[config.mk]
export PLATFORM = sky130hd
export DESIGN_NAME = exception_ctrl
export DESIGN_NICKNAME = d
export VERILOG_FILES = /design/src/rtl/mips_excep_pkg.sv /design/src/rtl/excep_prio_enc.sv /design/src/rtl/exception_ctrl.sv
export SDC_FILE = /design/constraint.sdc
export NUM_CORES = 1
export LEC_CHECK = 0
export ABC_AREA = 1
export BUFFER_PORTS_ARGS = -buffer_cell sky130_fd_sc_hd__buf_4
export CAP_MARGIN = 20
export CELL_PAD_IN_SITES_DETAIL_PLACEMENT = 2
export CELL_PAD_IN_SITES_GLOBAL_PLACEMENT = 2
export CORE_MARGIN = 2
export CORE_UTILIZATION = 24
export CTS_BUF_LIST = sky130_fd_sc_hd__clkbuf_8 sky130_fd_sc_hd__clkbuf_16
export DETAILED_ROUTE_END_ITERATION = 12
export PLACE_DENSITY_LB_ADDON = 0.1
export SLEW_MARGIN = 30
export SYNTH_ARGS = -nofsm -noshare
export SYNTH_HDL_FRONTEND = slang
export SYNTH_SLANG_ARGS = --single-unit
[constraint.sdc]
create_clock -name clk -period 4.2 [get_ports clk]
set_input_delay 0.84 -clock clk [delete_from_list [all_inputs] [get_ports clk]]
set_output_delay 0.84 -clock clk [all_outputs]
set_load 0.05 [all_outputs]
[src/rtl/mips_excep_pkg.sv]
// Shared exception definitions: cause codes, default handler vector, and controller state encoding.
package mips_excep_pkg;

  localparam logic [31:0] DEFAULT_VECTOR = 32'h8000_0180;
  localparam logic [4:0]  CAUSE_OV       = 5'd12;
  localparam logic [4:0]  CAUSE_RI       = 5'd10;

  typedef enum logic {
    IDLE    = 1'b0,
    HANDLER = 1'b1
  } excep_state_e;

endpackage

[src/rtl/excep_prio_enc.sv]
// Exception priority encoder: EX overflow beats ID reserved-opcode; everything is masked while EXL is set.
module excep_prio_enc
  import mips_excep_pkg::*;
#(
  parameter logic [4:0] CODE_OV = mips_excep_pkg::CAUSE_OV,
  parameter logic [4:0] CODE_RI = mips_excep_pkg::CAUSE_RI
) (
  input  logic       overflow,
  input  logic       undef,
  input  logic       exl,
  output logic       take,
  output logic       is_ov,
  output logic [4:0] exc_code
);

  always_comb begin
    take     = ~exl & (overflow | undef);
    is_ov    = ~exl & overflow;
    exc_code = overflow ? CODE_OV : CODE_RI;
  end

endmodule

[src/rtl/exception_ctrl.sv]
// Exception controller: flushes the pipeline, captures EPC/Cause, redirects to the handler, returns on ERET.
// Optional event counters (ExcCount, MaskedCount) are enabled with `define EXCEP_COUNT_EN.
module exception_ctrl
  import mips_excep_pkg::*;
#(
  parameter logic [31:0] VECTOR   = mips_excep_pkg::DEFAULT_VECTOR,
  parameter logic [4:0]  CAUSE_OV = mips_excep_pkg::CAUSE_OV,
  parameter logic [4:0]  CAUSE_RI = mips_excep_pkg::CAUSE_RI
) (
  input  logic        clk,
  input  logic        reset,
  input  logic        Overflow,
  input  logic [31:0] ExPCPlus4,
  input  logic        Undef,
  input  logic [31:0] IdPCPlus4,
  input  logic        Eret,
  output logic        IF_ID_Flush,
  output logic        ID_EX_Flush_excep,
  output logic        EX_MEM_Flush,
  output logic        PCSrcExcep,
  output logic [31:0] PCExcep,
  output logic [31:0] EPC,
  output logic [31:0] Cause,
`ifdef EXCEP_COUNT_EN
  output logic [15:0] ExcCount,
  output logic [15:0] MaskedCount,
`endif
  output logic        EXL
);

  excep_state_e state, state_next;
  logic         take, is_ov;
  logic [4:0]   exc_code;
  logic [4:0]   cause_code;

  excep_prio_enc #(
    .CODE_OV (CAUSE_OV),
    .CODE_RI (CAUSE_RI)
  ) u_prio (
    .overflow (Overflow),
    .undef    (Undef),
    .exl      (EXL),
    .take     (take),
    .is_ov    (is_ov),
    .exc_code (exc_code)
  );

  assign EXL   = (state == HANDLER);
  assign Cause = {25'd0, cause_code, 2'b00};

  always_ff @(posedge clk or posedge reset) begin
    if (reset) begin
      state      <= IDLE;
      EPC        <= '0;
      cause_code <= '0;
    end else begin
      state <= state_next;
      if (take) begin
        EPC        <= (is_ov ? ExPCPlus4 : IdPCPlus4) - 32'd4;
        cause_code <= exc_code;
      end
    end
  end

  // Redirect/flush are combinational so detection and redirect share a cycle; reset gates them off.
  always_comb begin
    state_next        = state;
    IF_ID_Flush       = 1'b0;
    ID_EX_Flush_excep = 1'b0;
    EX_MEM_Flush      = 1'b0;
    PCSrcExcep        = 1'b0;
    PCExcep           = VECTOR;
    if (!reset) begin
      unique case (state)
        IDLE: begin
          if (take) begin
            IF_ID_Flush       = 1'b1;
            ID_EX_Flush_excep = 1'b1;
            EX_MEM_Flush      = is_ov;
            PCSrcExcep        = 1'b1;
            state_next        = HANDLER;
          end
        end
        HANDLER: begin
          if (Eret) begin
            IF_ID_Flush = 1'b1;
            PCSrcExcep  = 1'b1;
            PCExcep     = EPC;
            state_next  = IDLE;
          end
        end
        default: state_next = IDLE;
      endcase
    end
  end

`ifdef EXCEP_COUNT_EN
  always_ff @(posedge clk or posedge reset) begin
    if (reset) begin
      ExcCount    <= '0;
      MaskedCount <= '0;
    end else begin
      if (take && ExcCount != '1)
        ExcCount <= ExcCount + 16'd1;
      if (EXL && (Overflow || Undef) && MaskedCount != '1)
        MaskedCount <= MaskedCount + 16'd1;
    end
  end
`endif

endmodule
==> impl_metrics.py, run 1 <==
metrics = {
    "synth": {
        "ys_seq_area_share_pct": 26.7,
        "synth.ff_latch_count": 36,
        "avgSynthCellArea_um2": 5.89,
        "yosysWarnings": 0,
        "syn_inst": 572,
        "synth_area_mm2": 0.00337,
        "synth.distinct_cells": 29,
    },
    "clock_network": {
        "cts-resized-gates": 0,
        "clk-insertion-delay-late_ns": 0.28,
        "cts_made_buffers": 5,
        "cts_tree": "done",
        "cts_setup_buffers": 0,
        "ctsHoldBuffers": 0,
        "root_buffer": "clkbuf_16",
        "cts_buffer_depth": 2,
        "cts_sinks": 36,
        "h-tree-depth": 2,
        "clk_pin_slew_ns": 0.06,
    },
    "routing": {
        "drt-pass1-iter-count": 4,
        "wl_mm": 12.9,
        "drt-initial-drc-count": 149,
        "vias": 3810,
        "wire_per_inst_um": 14.6,
        "drc": 0,
        "drt.antenna.violating_nets": 0,
        "via_per_inst": 4.31,
    },
    "global_routing": {
        "grt_pass1_wl_mm": 20.7,
        "grt_remaining_overflow": 0,
        "grt_pass1_vias": 3942,
        "antenna_found_initial": 0,
        "grt_max_degree": 44,
        "grt_util_all_layers_pct": 17.5,
    },
    "placed_design": {
        "globalplace.congestion": 0.807,
        "post-place-ws_ns": 0.697,
        "dp_hpwl_mm": 10.7,
        "io_buffer_count": 140,
    },
    "timing": {
        "fmax_ghz": 0.285,
        "hold_viol": 0,
        "final_max_slew_viol_count": 0,
        "period_share_pct": 83.6,
        "relSlewSlack_pct": 47.6,
        "fin_ws_ns": 0.688,
        "setup-violations-final": 0,
        "period_minus_slack_ns": 3.51,
        "fin_setup_tns_ns": 0,
        "rsz0062_at_grt": "false",
        "worstMarginPinSlew_ns": 0.785,
        "finClkSkew_ns": 0.00403,
    },
    "setup_path": {
        "timing.rr.end": "EPC[18]",
        "crit_type": "flip-flop to output pin",
        "rr_worst_depth": 12,
        "slowest_stage": "dfrtp_1",
        "start_kind": "flip-flop",
        "arrival_ns": 2.67,
        "crit_required_ns": 3.36,
        "cp_num_cells": 6,
        "cpPeakStageDelay_ns": 0.47,
        "path_delay_family": "buffers and inverters",
        "r2r_start": "EXL",
        "reg2reg_slack_ns": 1.61,
        "worstSetupEndpointType": "output pin",
        "path_cells": "inv_2 > nand2_4 > nand2_1 > inv_1 > o21ai_0 > buf_4",
        "cp_num_buf_inv": 3,
        "path_max_fanout": 35,
    },
    "hold_path": {
        "min-delay-start": "cause_code[3]",
        "hold-path-endpoint": "cause_code[3]",
        "hold_class": "flip-flop to flip-flop",
        "worstHoldPathCells": 1,
    },
    "power_and_ir_drop": {
        "p_leak_nw": 2.65,
        "ir_drop_mv": 0.162,
        "p_per_area_mw_per_mm2": 541,
    },
    "final_layout": {
        "syn2layout_area_growth_pct": 37.3,
        "fill_cells": 1743,
        "drive_gt1_share_pct": 26.7,
        "regArea_um2": 901,
        "multiInputGateArea_mm2": 0.00183,
        "final_nets": 773,
        "antenna_cells": 0,
    },
    "floorplan": {
        "die_w_um": 123,
        "start_util_pct": 24.5,
        "rows": 43,
        "die-area_mm2": 0.0150,
        "die_h_um": 123,
        "ios": 170,
        "core_mm2": 0.0138,
    },
    "status": {
        "outcome": "complete, no violations",
    },
    "run": {
        "cap_violations": 0,
    },
}
-- per-stage QoR --
| stage | std cells | util [%] | hold slack, ns | power, mW | cell area (µm²) |
|---|---|---|---|---|---|
| 2_1_floorplan | 600 | - | 0.749 | 1.61 | 3480 |
| 3_3_place_gp | 876 | 32.3 | 0.458 | 2.03 | 4450 |
| 3_5_place_dp | 876 | 32.3 | 0.467 | 2.06 | 4450 |
| 4_1_cts | 884 | 33.6 | 0.481 | 2.54 | 4630 |
| 5_1_grt | 884 | 33.6 | 0.488 | 2.66 | 4630 |
| 6_report | 884 | 33.6 | 0.472 | 2.51 | 4630 |
-- report_power, final --
part | internal (mW) | switching (mW) | leakage [nW]
logic | 0.390 | 1.09 | 2.14
registers | 0.472 | 0.0975 | 0.423
clock network | 0.313 | 0.148 | 0.0901
total | 1.17 | 1.33 | 2.65
-- per-layer routing --
metal	up-vias	global-route usage, %	share of wire (%)
li1	1906	-	-
met1	1791	24.8	48
met2	107	28.9	46
met5	-	0	0
met4	0	3.66	0.90
met3	6	1.86	4.7
-- cell type report --
cell class                 instances  area share (%)
inverter                         110            8.92
sequential                        36            19.5
clock inverter                     1           0.649
multi-input combinational        407            39.6
clock buffer                       7            3.30
timing repair buffer             143            23.2
tap                              180            4.87
-- logic make-up after synthesis --
family	count (synthesis)	share of synthesized area [%]
AND/OR/NAND/NOR	336	44.2
adder cells (fa/ha/maj)	1	0.371
buffers and inverters	157	22.0
other	1	0.111
flip-flops	36	26.7
multiplexers	1	0.297
AO/OA/AOI/OAI	39	6.01
XOR/XNOR	1	0.260
-- cells in the mapped netlist --
library cell / instances / area share (%)
a21oi_1: 11 / 1.6
a31oi_1: 1 / 0.19
and2_1: 1 / 0.19
buf_2: 8 / 1.2
buf_4: 32 / 7.1
buf_6: 3 / 1.0
clkbuf_1: 4 / 0.45
conb_1: 1 / 0.11
dfrtp_1: 36 / 27
ha_1: 1 / 0.37
inv_1: 104 / 12
inv_2: 6 / 0.67
mux2i_1: 1 / 0.30
nand2_1: 175 / 19
nand2_2: 15 / 2.8
nand2_4: 2 / 0.67
nand3_1: 42 / 6.2
nand3b_1: 12 / 2.7
nor2_1: 72 / 8.0
nor2_2: 4 / 0.74
nor2_4: 7 / 2.3
nor3_1: 1 / 0.15
o21a_1: 1 / 0.22
o21ai_0: 17 / 2.5
o21ai_1: 6 / 0.89
o22ai_1: 3 / 0.56
or2_1: 2 / 0.37
or2_2: 3 / 0.56
xor2_1: 1 / 0.26
-- cell usage in the layout, fill, tap and decap left out, types with 12 or more instances in the layout --
cell type  synthesis  layout
buf_4             32     143
conb_1             1      29
dfrtp_1           36      36
inv_1            104     104
nand2_1          175     175
nand2_2           15      15
nand3_1           42      42
nand3b_1          12      12
nor2_1            72      72
o21ai_0           17      17
-- how the worst max path moves through the flow --
stage / to / from / slack (ns)
floorplan: PCSrcExcep / Overflow / 0.25
CTS: IF_ID_Flush / EXL / 0.62
finish: IF_ID_Flush / EXL / 0.69
global route: IF_ID_Flush / EXL / 0.36
detailed placement: IF_ID_Flush / Overflow / 0.70
global placement: PCSrcExcep / Overflow / 0.77
-- sequential cells by signal, indices dropped and copies added (netlist names) --
name and flops:
EPC 32, EXL 1, cause_code 3
No activity file was read; power rests on OpenSTA's default activity.
==> run 2: changes to the inputs <==
--- a/config.mk
+++ b/config.mk
@@ -11,7 +11,7 @@
 export CELL_PAD_IN_SITES_DETAIL_PLACEMENT = 2
 export CELL_PAD_IN_SITES_GLOBAL_PLACEMENT = 2
 export CORE_MARGIN = 2
-export CORE_UTILIZATION = 24
+export CORE_UTILIZATION = 22
 export CTS_BUF_LIST = sky130_fd_sc_hd__clkbuf_8 sky130_fd_sc_hd__clkbuf_16
 export DETAILED_ROUTE_END_ITERATION = 12
 export PLACE_DENSITY_LB_ADDON = 0.1
==> constraint.sdc (replaced) <==
create_clock -name clk -period 3.34 [get_ports clk]
set_input_delay 0.668 -clock clk [delete_from_list [all_inputs] [get_ports clk]]
set_output_delay 0.668 -clock clk [all_outputs]
set_load 0.05 [all_outputs]
==> run 2 against run 1 <==
Register-to-register slack worse by 0.90 ns. Die area up 8.8%. Power up 23%. Sequential power up 29%. Setup slack worse by 0.37 ns.
==> impl_metrics.py, run 2 (synthesized netlist as in run 1, its figures left out) <==
metrics = {
    "status": {
        "outcome": "complete, no violations",
    },
    "clock_network": {
        "clk_pin_slew_ns": 0.06,
        "clk-insertion-delay-late_ns": 0.29,
        "cts_setup_buffers": 0,
        "h-tree-depth": 2,
        "cts-resized-gates": 0,
        "root_buffer": "clkbuf_16",
        "cts_tree": "done",
        "cts_buffer_depth": 2,
        "cts_sinks": 36,
        "ctsHoldBuffers": 0,
        "cts_made_buffers": 5,
    },
    "setup_path": {
        "crit_required_ns": 2.67,
        "worstSetupEndpointType": "output pin",
        "arrival_ns": 2.35,
        "timing.rr.end": "EPC[23]",
        "rr_worst_depth": 13,
        "path_max_fanout": 24,
        "slowest_stage": "dfrtp_1",
        "r2r_start": "EXL",
        "path_cells": "inv_2 > nor3_1 > inv_1 > buf_4 > nor2_1 > buf_4",
        "start_kind": "flip-flop",
        "reg2reg_slack_ns": 0.71,
        "crit_type": "flip-flop to output pin",
        "cpMostUsedCell": "buf_4",
        "cpPeakStageDelay_ns": 0.51,
    },
    "final_layout": {
        "final_nets": 775,
        "layout_common_cells": "175 x nand2_1, 145 x buf_4, 104 x inv_1",
        "layout_commonest_cell": "nand2_1",
        "syn2layout_area_growth_pct": 37.0,
        "multiInputGateArea_mm2": 0.00183,
        "top_register": "EPC",
        "largest_reg_flops": 32,
        "antenna_cells": 0,
        "drive_gt1_share_pct": 26.9,
        "fill_cells": 1913,
        "regArea_um2": 901,
    },
    "global_routing": {
        "grt_util_all_layers_pct": 16.7,
        "antenna_found_initial": 0,
        "grt_pass1_vias": 4025,
        "grt_remaining_overflow": 0,
        "grt_pass1_wl_mm": 21.6,
        "grt_max_degree": 44,
    },
    "timing": {
        "rsz0062_at_grt": "false",
        "hold_viol": 0,
        "fmax_ghz": 0.331,
        "setup-violations-final": 0,
        "period_minus_slack_ns": 3.02,
        "final_max_slew_viol_count": 0,
        "finClkSkew_ns": 0.00582,
        "fin_setup_tns_ns": 0,
        "fin_ws_ns": 0.321,
        "period_share_pct": 90.4,
    },
    "floorplan": {
        "die_h_um": 128,
        "start_util_pct": 22.3,
        "rows": 45,
        "die_w_um": 128,
        "ios": 170,
        "core_mm2": 0.0151,
        "die-area_mm2": 0.0163,
    },
    "routing": {
        "wire_per_inst_um": 15.0,
        "via_per_inst": 4.25,
        "drt-pass1-iter-count": 4,
        "wl_mm": 13.4,
        "drc": 0,
        "drt.antenna.violating_nets": 0,
        "vias": 3802,
        "drt-initial-drc-count": 109,
    },
    "placed_design": {
        "dp_hpwl_mm": 11.4,
        "globalplace.congestion": 0.772,
        "post-place-ws_ns": 0.628,
        "io_buffer_count": 140,
    },
    "hold_path": {
        "hold_class": "input pin to async pin",
    },
    "power_and_ir_drop": {
        "p_leak_nw": 2.65,
        "p_per_area_mw_per_mm2": 666,
        "ir_drop_mv": 0.199,
        "p_total_mw": 3.08,
    },
    "run": {
        "cap_violations": 0,
    },
}
-- run 2: cell count changes in the layout (fill, tap and decap cells not counted), sizes merged --
| cell | delta |
|---|---|
| clkinv | +2 |
| clkbuf | -1 |
| bufinv | -1 |
| buf | +2 |
-- run 2: critical path: cells and delay by family, from the launching register on --
| family | cells | cell delay, ns |
|---|---|---|
| DFF | 1 | 0.51 |
| and+or+nand+nor | 2 | 0.51 |
| buffers and inverters | 4 | 1.02 |
-- run 2: worst max path at each step --
stage	end	startpoint	slack (ns)	cells after the start
2_1_floorplan	PCSrcExcep	EXL	0.04	9
3_3_place_gp	PCExcep[9]	reset	0.67	6
3_5_place_dp	PCExcep[9]	EXL	0.63	6
4_1_cts	PCExcep[9]	EXL	0.29	6
5_1_grt	PCExcep[9]	EXL	0.14	6
6_report	PCExcep[14]	EXL	0.32	6
-- run 2: routing by layer --
layer	track usage [%]	routed length, µm	up-vias
li1	-	-	1898
met1	23.0	6560	1790
met2	28.3	6210	107
met3	1.96	532	7
met4	3.68	137	0
met5	0	0	-
-- run 2: final cells by class --
cell class / count / area share [%]
clock buffers: 6 / 3.01
multi-input cells: 407 / 39.7
flip-flops and latches: 36 / 19.5
well taps: 188 / 5.09
inverters: 110 / 8.94
repair buffers: 145 / 23.6
clock inverters: 2 / 0.217
-- run 2: power by group --
group          switching, mW  internal [mW]
Combinational           1.36          0.495
Sequential             0.140          0.593
Clock                  0.194          0.294
Total                   1.70           1.38
-- run 2: per-stage QoR --
| step | instance area, µm² | utilization [%] | cells | hold slack [ns] |
|---|---|---|---|---|
| floorplan | 3480 | - | 600 | 0.749 |
| global placement | 4470 | 29.6 | 886 | 0.463 |
| detailed placement | 4470 | 29.6 | 886 | 0.462 |
| CTS | 4620 | 30.6 | 894 | 0.419 |
| global route | 4620 | 30.6 | 894 | 0.441 |
| finish | 4620 | 30.6 | 894 | 0.408 |
==> run 3: changes to the inputs <==
--- a/config.mk
+++ b/config.mk
@@ -18,4 +18,5 @@
 export SLEW_MARGIN = 30
 export SYNTH_ARGS = -nofsm -noshare
 export SYNTH_HDL_FRONTEND = slang
+export SYNTH_HIERARCHICAL = 1
 export SYNTH_SLANG_ARGS = --single-unit
==> run 3 against run 2 <==
Maximum frequency grew 26%. Non-clock buffer count grew 2. Worst hold slack gained 0.070 ns. Clock skew shrank 0.0023 ns. Power grew 37%. Utilization grew 0.51 points. Cell count grew 5.1%. Clock-buffer cell count shrank 1. Via count grew 1.7%. Global-route usage shrank 0.78 points. Critical path depth grew 7. Highest routed layer unchanged.
==> impl_metrics.py, run 3 <==
metrics = {
    "floorplan": {
        "die_h_um": 130,
        "die_w_um": 130,
        "rows": 45,
        "core_mm2": 0.0153,
        "ios": 170,
        "die-area_mm2": 0.0169,
        "start_util_pct": 22.7,
    },
    "final_layout": {
        "layout.cells.non_filler": 940,
        "fin_util_pct": 31.1,
        "antenna_cells": 0,
        "drive_gt1_share_pct": 27.3,
        "largest_reg_flops": 32,
        "top_register": "EPC",
        "layout_commonest_cell": "nand2_1",
        "final_nets": 798,
        "syn2layout_area_growth_pct": 36.8,
        "layout_common_cells": "199 x nand2_1, 146 x buf_4, 122 x inv_1",
    },
    "synth": {
        "synth_area_mm2": 0.00348,
        "netlist.top_cell.by_area": "dfrtp_1",
        "synthTopCellsByArea": "dfrtp_1 27%, nand2_1 21%, inv_1 13%",
        "ys_seq_area_share_pct": 27.3,
        "syn_inst": 597,
        "avgSynthCellArea_um2": 5.83,
        "synth.ff_latch_count": 38,
        "synth_top_cells_by_count": "199 x nand2_1, 123 x inv_1, 65 x nor2_1",
        "yosys.area.top_type_share_pct": 27.3,
        "synth-edff-count": 0,
        "synth.distinct_cells": 28,
        "synth_most_common_cell": "nand2_1",
        "async_flop_share_pct": 100,
        "synth-main-ff-cell": "dfrtp_1",
        "yosysWarnings": 6,
    },
    "setup_path": {
        "crit_type": "flip-flop to flip-flop",
        "cpPeakStageDelay_ns": 0.44,
        "path_cells": "inv_2 > nand2_2 > inv_1 > buf_12 > nand2_1 > nand2_1 > nand2_1 > nor2_2 > nand2_2 > nor2_4 > nand3_1 > nand3_1 > nand2_1",
        "worstSetupEndpointType": "flip-flop",
        "slowest_stage": "dfrtp_1",
        "path_max_fanout": 34,
        "critPathLaunch": "EXL",
        "cpMostUsedCell": "nand2_1",
        "start_kind": "flip-flop",
        "arrival_ns": 2.56,
        "r2r_start": "EXL",
        "crit_required_ns": 3.51,
    },
    "power_and_ir_drop": {
        "p_per_area_mw_per_mm2": 888,
        "p_leak_nw": 2.77,
        "ir_drop_mv": 0.277,
        "p_total_mw": 4.23,
    },
    "clock_network": {
        "ctsHoldBuffers": 0,
        "cts_setup_buffers": 0,
        "h-tree-depth": 2,
        "cts_made_buffers": 5,
        "cts_tree": "done",
        "root_buffer": "clkbuf_16",
        "clk-insertion-delay-late_ns": 0.28,
        "cts_buffer_depth": 2,
        "cts_sinks": 38,
        "clk_pin_slew_ns": 0.06,
        "cts-resized-gates": 0,
    },
    "global_routing": {
        "grt_pass1_vias": 4000,
        "antenna_found_initial": 0,
        "grt_util_all_layers_pct": 16.0,
        "grt_max_degree": 46,
        "grt_remaining_overflow": 0,
        "grt_pass1_wl_mm": 21.1,
    },
    "placed_design": {
        "io_buffer_count": 142,
        "globalplace.congestion": 0.829,
        "dp_hpwl_mm": 11.1,
        "dp_cells": 932,
    },
    "routing": {
        "wl_met1_mm": 6.44,
        "highest_layer": "met4",
        "drc": 0,
        "drt-initial-drc-count": 167,
        "dr_wl_met2_mm": 6.12,
        "drt-pass1-iter-count": 4,
        "via_per_inst": 4.11,
        "vias": 3867,
        "wire_per_inst_um": 14.2,
        "wl_mm": 13.4,
        "drt.antenna.violating_nets": 0,
        "dr_wl_met3_um": 698,
    },
    "hold_path": {
        "hold_class": "flip-flop to flip-flop",
        "min-delay-start": "cause_code[1]",
    },
    "timing": {
        "hold_viol": 0,
        "holdWs_ns": 0.478,
        "period_share_pct": 71.8,
        "setup-violations-final": 0,
        "relSlewSlack_pct": 65.0,
        "final_max_slew_viol_count": 0,
        "fmax_ghz": 0.417,
        "worstMarginPinSlew_ns": 0.525,
        "rsz0062_at_grt": "false",
        "fin_setup_tns_ns": 0,
        "finClkSkew_ns": 0.00348,
        "period_minus_slack_ns": 2.40,
    },
    "status": {
        "outcome": "complete, no violations",
    },
    "run": {
        "cap_violations": 0,
    },
}
[run 3: cell count changes after synthesis, sizes merged, moves of 4 or more]
cell | previous run | this run
clkbuf | 4 | 8
nand3b | 12 | 0
nor2 | 83 | 77
nand3 | 42 | 38
o21ai | 23 | 27
a21oi | 11 | 1
nand2 | 192 | 222
inv | 110 | 126
[run 3: metal layers]
metal	GRT usage, %	up-vias
met2	27.1	114
met5	0	-
met4	2.66	0
li1	-	1928
met1	22.3	1816
met3	1.68	9
[run 3: cells by family after synthesis]
logic type      Yosys count  share of synthesized area, %
simple gates            343                          42.0
other cells               3                         0.323
flops                    38                          27.3
compound gates           33                          4.92
buf+inv                 176                          24.4
xor+xnor                  3                         0.754
fa+ha+maj                 1                         0.359
[run 3: per-stage QoR]
step                      worst slack [ns]  area [µm²]
after global routing                 0.714        4770
after global placement               0.772        4600
after CTS                            0.918        4770
after detailed placement             0.674        4600
final                                0.943        4770
after floorplan                      0.140        3590
[run 3: area by class of cell]
| class | instances | area, µm² |
|---|---|---|
| clock inverters | 3 | 40.0 |
| clock buffers | 5 | 125 |
| inverters | 126 | 484 |
| well taps | 211 | 264 |
| multi-input cells | 410 | 1790 |
| repair buffers | 147 | 1120 |
| fillers | 1911 | 10500 |
| flip-flops and latches | 38 | 951 |
[run 3: path summary, 6_finish.rpt]
check	slack [ns]	cells past startpoint	to
worst min register to register	0.48	2	cause_code[1]
worst max register to register	0.94	13	EPC[19]
max in group asynchronous	2.41	3	EPC[24]
worst max-delay path	0.94	13	EPC[19]
min in group asynchronous	0.56	3	cause_code[2]
worst min-delay path	0.48	2	cause_code[1]
[run 3: power breakdown]
part           internal [mW]  switching [mW]  total (mW)
Clock                  0.350           0.191       0.541
Sequential             0.694           0.188       0.883
Combinational          0.738            2.07        2.81
Total                   1.78            2.45        4.23
[run 3: worst max-delay path: cells and delay by family (launching register included)]
family	cells	cell delay, ns
buffers and inverters	3	0.53
AND/OR/NAND/NOR	10	1.31
flip-flops	1	0.44
